`src/rtl/uart_rx_ctrl.sv`:
```
// UART receive controller: FWFT byte FIFO with overrun flag and idle-gap detector.
// Optional watermark output wm_o is enabled by defining UART_RX_CTRL_WATERMARK_EN.
module uart_rx_ctrl #(
  parameter int unsigned FifoDepth = 16,
  parameter int unsigned IdleTicks = 1000,
  parameter int unsigned Watermark = 8
) (
  input  logic                         clk_i,
  input  logic                         rst_ni,
  input  logic                         enable_i,
  input  logic [7:0]                   rx_data_i,
  input  logic                         rx_valid_i,
  output logic [7:0]                   data_o,
  output logic                         valid_o,
  input  logic                         ready_i,
  output logic [$clog2(FifoDepth):0]   level_o,
  output logic                         overrun_o,
  input  logic                         overrun_clr_i,
  output logic                         idle_o
`ifdef UART_RX_CTRL_WATERMARK_EN
  ,
  output logic                         wm_o
`endif
);

  localparam int unsigned AW = $clog2(FifoDepth);
  localparam int unsigned LW = AW + 1;
  localparam int unsigned CW = $clog2(IdleTicks);

  localparam logic [LW-1:0] DepthLvl = LW'(FifoDepth);
  localparam logic [CW-1:0] CntLast  = CW'(IdleTicks - 1);

  localparam logic [0:0] StDisarmed = 1'b0;
  localparam logic [0:0] StCounting = 1'b1;

  logic [7:0]    r_mem [FifoDepth];
  logic [AW-1:0] r_wr_ptr;
  logic [AW-1:0] r_rd_ptr;
  logic [LW-1:0] r_level;
  logic [LW-1:0] w_level_d;
  logic          r_overrun;
  logic [0:0]    r_state;
  logic [0:0]    w_state_d;
  logic [CW-1:0] r_cnt;
  logic [CW-1:0] w_cnt_d;

  logic w_empty;
  logic w_full;
  logic w_push;
  logic w_pop;
  logic w_accept;
  logic w_drop;
  logic w_idle;

  assign w_empty  = (r_level == '0);
  assign w_full   = (r_level == DepthLvl);
  assign w_push   = rx_valid_i & enable_i;
  assign w_pop    = ~w_empty & ready_i;
  // A pop in the same cycle frees the slot, so a push into a full FIFO still lands.
  assign w_accept = w_push & (~w_full | w_pop);
  assign w_drop   = w_push & w_full & ~w_pop;

  always_comb begin
    w_level_d = r_level;
    if (w_accept && !w_pop) begin
      w_level_d = r_level + LW'(1);
    end else if (!w_accept && w_pop) begin
      w_level_d = r_level - LW'(1);
    end
  end

  always_ff @(posedge clk_i) begin
    if (w_accept) begin
      r_mem[r_wr_ptr] <= rx_data_i;
    end
  end

  always_ff @(posedge clk_i or negedge rst_ni) begin
    if (!rst_ni) begin
      r_wr_ptr  <= '0;
      r_rd_ptr  <= '0;
      r_level   <= '0;
      r_overrun <= 1'b0;
    end else begin
      if (w_accept) begin
        r_wr_ptr <= r_wr_ptr + AW'(1);
      end
      if (w_pop) begin
        r_rd_ptr <= r_rd_ptr + AW'(1);
      end
      r_level <= w_level_d;
      if (w_drop) begin
        r_overrun <= 1'b1;
      end else if (overrun_clr_i) begin
        r_overrun <= 1'b0;
      end
    end
  end

  always_comb begin
    w_state_d = r_state;
    w_cnt_d   = r_cnt;
    w_idle    = 1'b0;
    if (!enable_i) begin
      w_state_d = StDisarmed;
      w_cnt_d   = '0;
    end else begin
      unique case (r_state)
        StDisarmed: begin
          w_cnt_d = '0;
          if (w_accept) begin
            w_state_d = StCounting;
          end
        end
        StCounting: begin
          if (w_accept) begin
            w_cnt_d = '0;
          end else if (r_cnt == CntLast) begin
            w_idle    = 1'b1;
            w_state_d = StDisarmed;
            w_cnt_d   = '0;
          end else begin
            w_cnt_d = r_cnt + CW'(1);
          end
        end
        default: begin
          w_state_d = StDisarmed;
          w_cnt_d   = '0;
        end
      endcase
    end
  end

  always_ff @(posedge clk_i or negedge rst_ni) begin
    if (!rst_ni) begin
      r_state <= StDisarmed;
      r_cnt   <= '0;
    end else begin
      r_state <= w_state_d;
      r_cnt   <= w_cnt_d;
    end
  end

`ifdef UART_RX_CTRL_WATERMARK_EN
  logic r_wm;

  always_ff @(posedge clk_i or negedge rst_ni) begin
    if (!rst_ni) begin
      r_wm <= 1'b0;
    end else begin
      r_wm <= (w_level_d >= LW'(Watermark));
    end
  end

  assign wm_o = r_wm;
`endif

  // Head is masked to zero when empty so data_o is defined out of reset.
  assign data_o    = w_empty ? 8'h00 : r_mem[r_rd_ptr];
  assign valid_o   = ~w_empty;
  assign level_o   = r_level;
  assign overrun_o = r_overrun;
  assign idle_o    = w_idle;

endmodule
```
`config.mk`:
```
export PLATFORM = sky130hd
export DESIGN_NAME = uart_rx_ctrl
export DESIGN_NICKNAME = d
export VERILOG_FILES = /design/src/rtl/uart_rx_ctrl.sv
export SDC_FILE = /design/constraint.sdc
export NUM_CORES = 1
export LEC_CHECK = 0
export ABC_AREA = 1
export BUFFER_PORTS_ARGS = -buffer_cell sky130_fd_sc_hd__buf_2
export CORE_AREA = 2 2 124 114
export DETAILED_ROUTE_END_ITERATION = 7
export DIE_AREA = 0 0 126 116
export GPL_ROUTABILITY_DRIVEN = 0
export GPL_TIMING_DRIVEN = 0
export PLACE_DENSITY_LB_ADDON = 0.15
export SLEW_MARGIN = 20
export SYNTH_ARGS = -nofsm -noshare
export SYNTH_HDL_FRONTEND = slang
export SYNTH_SLANG_ARGS = --single-unit
```
`constraint.sdc`:
```
create_clock -name clk_i -period 2.9 [get_ports clk_i]
set_clock_uncertainty 0.1 [all_clocks]
set_input_delay 0.58 -clock clk_i [delete_from_list [all_inputs] [get_ports clk_i]]
set_output_delay 0.58 -clock clk_i [all_outputs]
set_load 0.05 [all_outputs]
```
==> results_dict.tcl <==
set metrics [dict create \
    met3_usage_pct 3.832 \
    grtUsageTotal_pct 22.81 \
    grt_pass1_wl_um 24090 \
    hpwl_um 10470 \
    syn_area_per_cell_um2 11.06 \
    yosysWarnings 0 \
    utilization_pct 57.43 \
    cap_violations 0 \
    nFillCells 1102 \
    synth_top_cell_by_area "edfxtp_1" \
    pwr-share-clk_pct 24.7 \
    finalNetCount 668 \
    seq_power_share_pct 33.1 \
    p_int_mw 4.784 \
    clk_pin_slew_ns 0.06 \
    drc 0 \
    grt_pass1_vias 4116 \
    wl_per_cell_um 19.32 \
    dieHeight_um 116 \
    area_growth_pct 15.92 \
    worstPathArrival_ns 2.15 \
    ys_seq_area_share_pct 68.27 \
    drive_gt1_share_pct 16.62 \
    power_density_nw_per_um2 1070 \
    worstHoldPathType "primary input to asynchronous set/reset pin" \
    core_um2 13210 \
    finalCritPeriodShare_pct 97.62 \
    setup_violations 0 \
    num_rows 40 \
    sw_frac_of_total_pct 41.08 \
    crit_fanout 10 \
    worstSkewPairLatency_ns 0.42 \
    setup_slack_ns 0.06909 \
    place_ws_ns 0.08603 \
    ant_nets 0 \
    cp_data_required_time_ns 2.22 \
    drt-pass1-iter-count 5 \
    antenna_found_initial 0 \
    clockBufferDepth 2 \
    numCtsBuffers 17 \
    min_period_ns 2.831 \
    grt_busiest_layer "met1" \
    numPortBuffers 29 \
    synth_top_area_share_pct 58.72 \
    tightest_slew_ns 0.9291 \
    start_util_pct 49.55 \
    cts_tree "yes" \
    use_met1_pct 34.60 \
    synth-seq-cells 153 \
    clock-root-buffer "clkbuf_16" \
    final-hold-violation-count 0 \
    synth_area_leaders "edfxtp_1 59%, nand2_1 11%, dfrtp_1 9.6%" \
    num_io_pins 30 \
    die_area_um2 14620 \
    critical_path_class "flip-flop to output port" \
    fp.dieW_um 126 \
    syn_nets 617 \
    max_slew_margin_pct 37.83 \
    cts.htree.levels 4 \
    crit_path_start_kind "flip-flop" \
    synth_area_um2 6546 \
    grt_max_degree 26 \
    vdd_ir_drop_max_uv 539.3 \
    drt_iter0_drc 577 \
    grt_overflow 0 \
    clock_sinks 153 \
    detailroute.via_count 4512 \
    status "complete, no violations" \
    synthesis.instances 592 \
    switching_power_mw 3.335 \
    antenna_cells 0 \
    grt_use_met2_pct 33.12 \
    p_leak_nw 2.991 \
    timing.fmax_ghz 0.3532 \
    slew_viol_final 0 \
    end_kind "output port" \
    drt-total-wl_um 15920 \
    synth_cell_type_count 26 \
    vias_per_cell 5.476 \
    p_comb_share_pct 42.1 \
]
==> critical path, stage by stage, from the launching register on <==
cell     delay, ns
dfrtp_2       0.42
buf_4         0.22
buf_4         0.21
nand2_1       0.07
nand3_1       0.14
nand3_1       0.14
nand2_1       0.09
nand2_1       0.07
a21oi_2       0.18
buf_6         0.18
==> logic make-up after synthesis <==
logic type / count (synthesis) / share of synthesized area (%)
AO/OA/AOI/OAI: 18 / 1.453
XOR/XNOR: 14 / 1.873
adder cells (fa/ha/maj): 11 / 2.217
buffers and inverters: 51 / 3.765
flip-flops: 153 / 68.27
AND/OR/NAND/NOR: 345 / 22.42
==> cells in the mapped netlist <==
library cell / number
a21oi_1: 10
buf_2: 8
buf_4: 12
clkbuf_1: 5
clkinv_1: 2
dfrtp_1: 25
edfxtp_1: 128
fa_1: 1
ha_1: 10
inv_1: 22
inv_2: 2
nand2_1: 193
nand2_2: 2
nand3_1: 107
nand3_2: 1
nand4_1: 2
nor2_1: 34
nor2_4: 1
nor3_1: 3
nor4_2: 1
o21ai_0: 5
o21bai_1: 1
o22ai_1: 2
or2_2: 1
xnor2_1: 3
xor2_1: 11
==> final cells by class <==
type                       count  area, µm²  share of cell area, %
timing repair buffer          32      195.2                  2.572
tap                          168      210.2                  2.770
sequential                   153       4471                  58.91
multi-input combinational    388       1892                  24.93
buffer                        25      186.4                  2.457
clock inverter                15      111.4                  1.467
clock buffer                  17      425.4                  5.606
inverter                      26      97.59                  1.286
==> layer usage <==
metal / share of wire, % / vias to the layer above
li1: - / 2125
met1: 45 / 2172
met2: 45 / 187
met3: 7.7 / 28
met4: 2.2 / 0
met5: 0 / -
==> cells in the final DEF, fill, tap and decap left out, types with 8 or more instances in the layout <==
cell type    n
inv_1       22
clkbuf_16   17
nand2_1    193
buf_2       25
edfxtp_1   128
xor2_1      11
clkinv_2     8
buf_4       18
buf_6        8
ha_1        10
dfrtp_1     24
nand3_1    101
nor2_1      34
==> timing repair <==
item                       4_1_cts  5_1_grt
gates resized for setup         15       28
hold buffers                     0        0
pin swaps                        0        2
buffers inserted                 0        3
setup endpoints to repair        8        8
cloned                           0        0
==> worst paths after layout <==
path / startpoint / endpoint / slack, ns / cells after the start
min in group clk_i: overrun_clr_i / overrun_o / 0.25 / 2
worst min register to register: r_cnt[0] / r_cnt[0] / 0.35 / 1
worst min-delay path: rst_ni / level_o[2] / 0.06 / 1
worst max-delay path: r_rd_ptr[0] / data_o[0] / 0.07 / 9
max in group asynchronous: rst_ni / r_rd_ptr[0] / 2.21 / 1
worst max register to register: level_o[1] / level_o[3] / 0.28 / 12
==> sequential cells by signal (all words and copies together), names as in the netlist <==
| name | count |
|---|---|
| r_wr_ptr | 4 |
| r_rd_ptr | 4 |
| level_o | 5 |
| r_cnt | 10 |
| r_mem | 128 |
| r_state | 1 |
| overrun_o | 1 |
==> power by group through the flow <==
| stage | Combinational (mW) | Sequential, mW | Clock, mW |
|---|---|---|---|
| final | 3.42 | 2.69 | 2.01 |
| after global routing | 3.69 | 2.71 | 2.11 |
| after CTS | 3.21 | 2.69 | 2.02 |
| after detailed placement | 3.10 | 2.73 | 0 |
| after global placement | 3.05 | 2.72 | 0 |
| after floorplan | 2.09 | 2.83 | 0 |
==> stage by stage <==
step	TNS (ns)	total power [mW]	instance area (µm²)	cells	hold slack (ns)
floorplan	0	4.917	6551	592	0.1844
global placement	0	5.772	6907	789	0.3486
detailed placement	0	5.829	6907	789	0.3537
CTS	0	7.930	7482	821	0.07284
global route	-0.02746	8.505	7589	824	0.09683
finish	0	8.119	7589	824	0.06347
(Power assumes the default switching activity.)
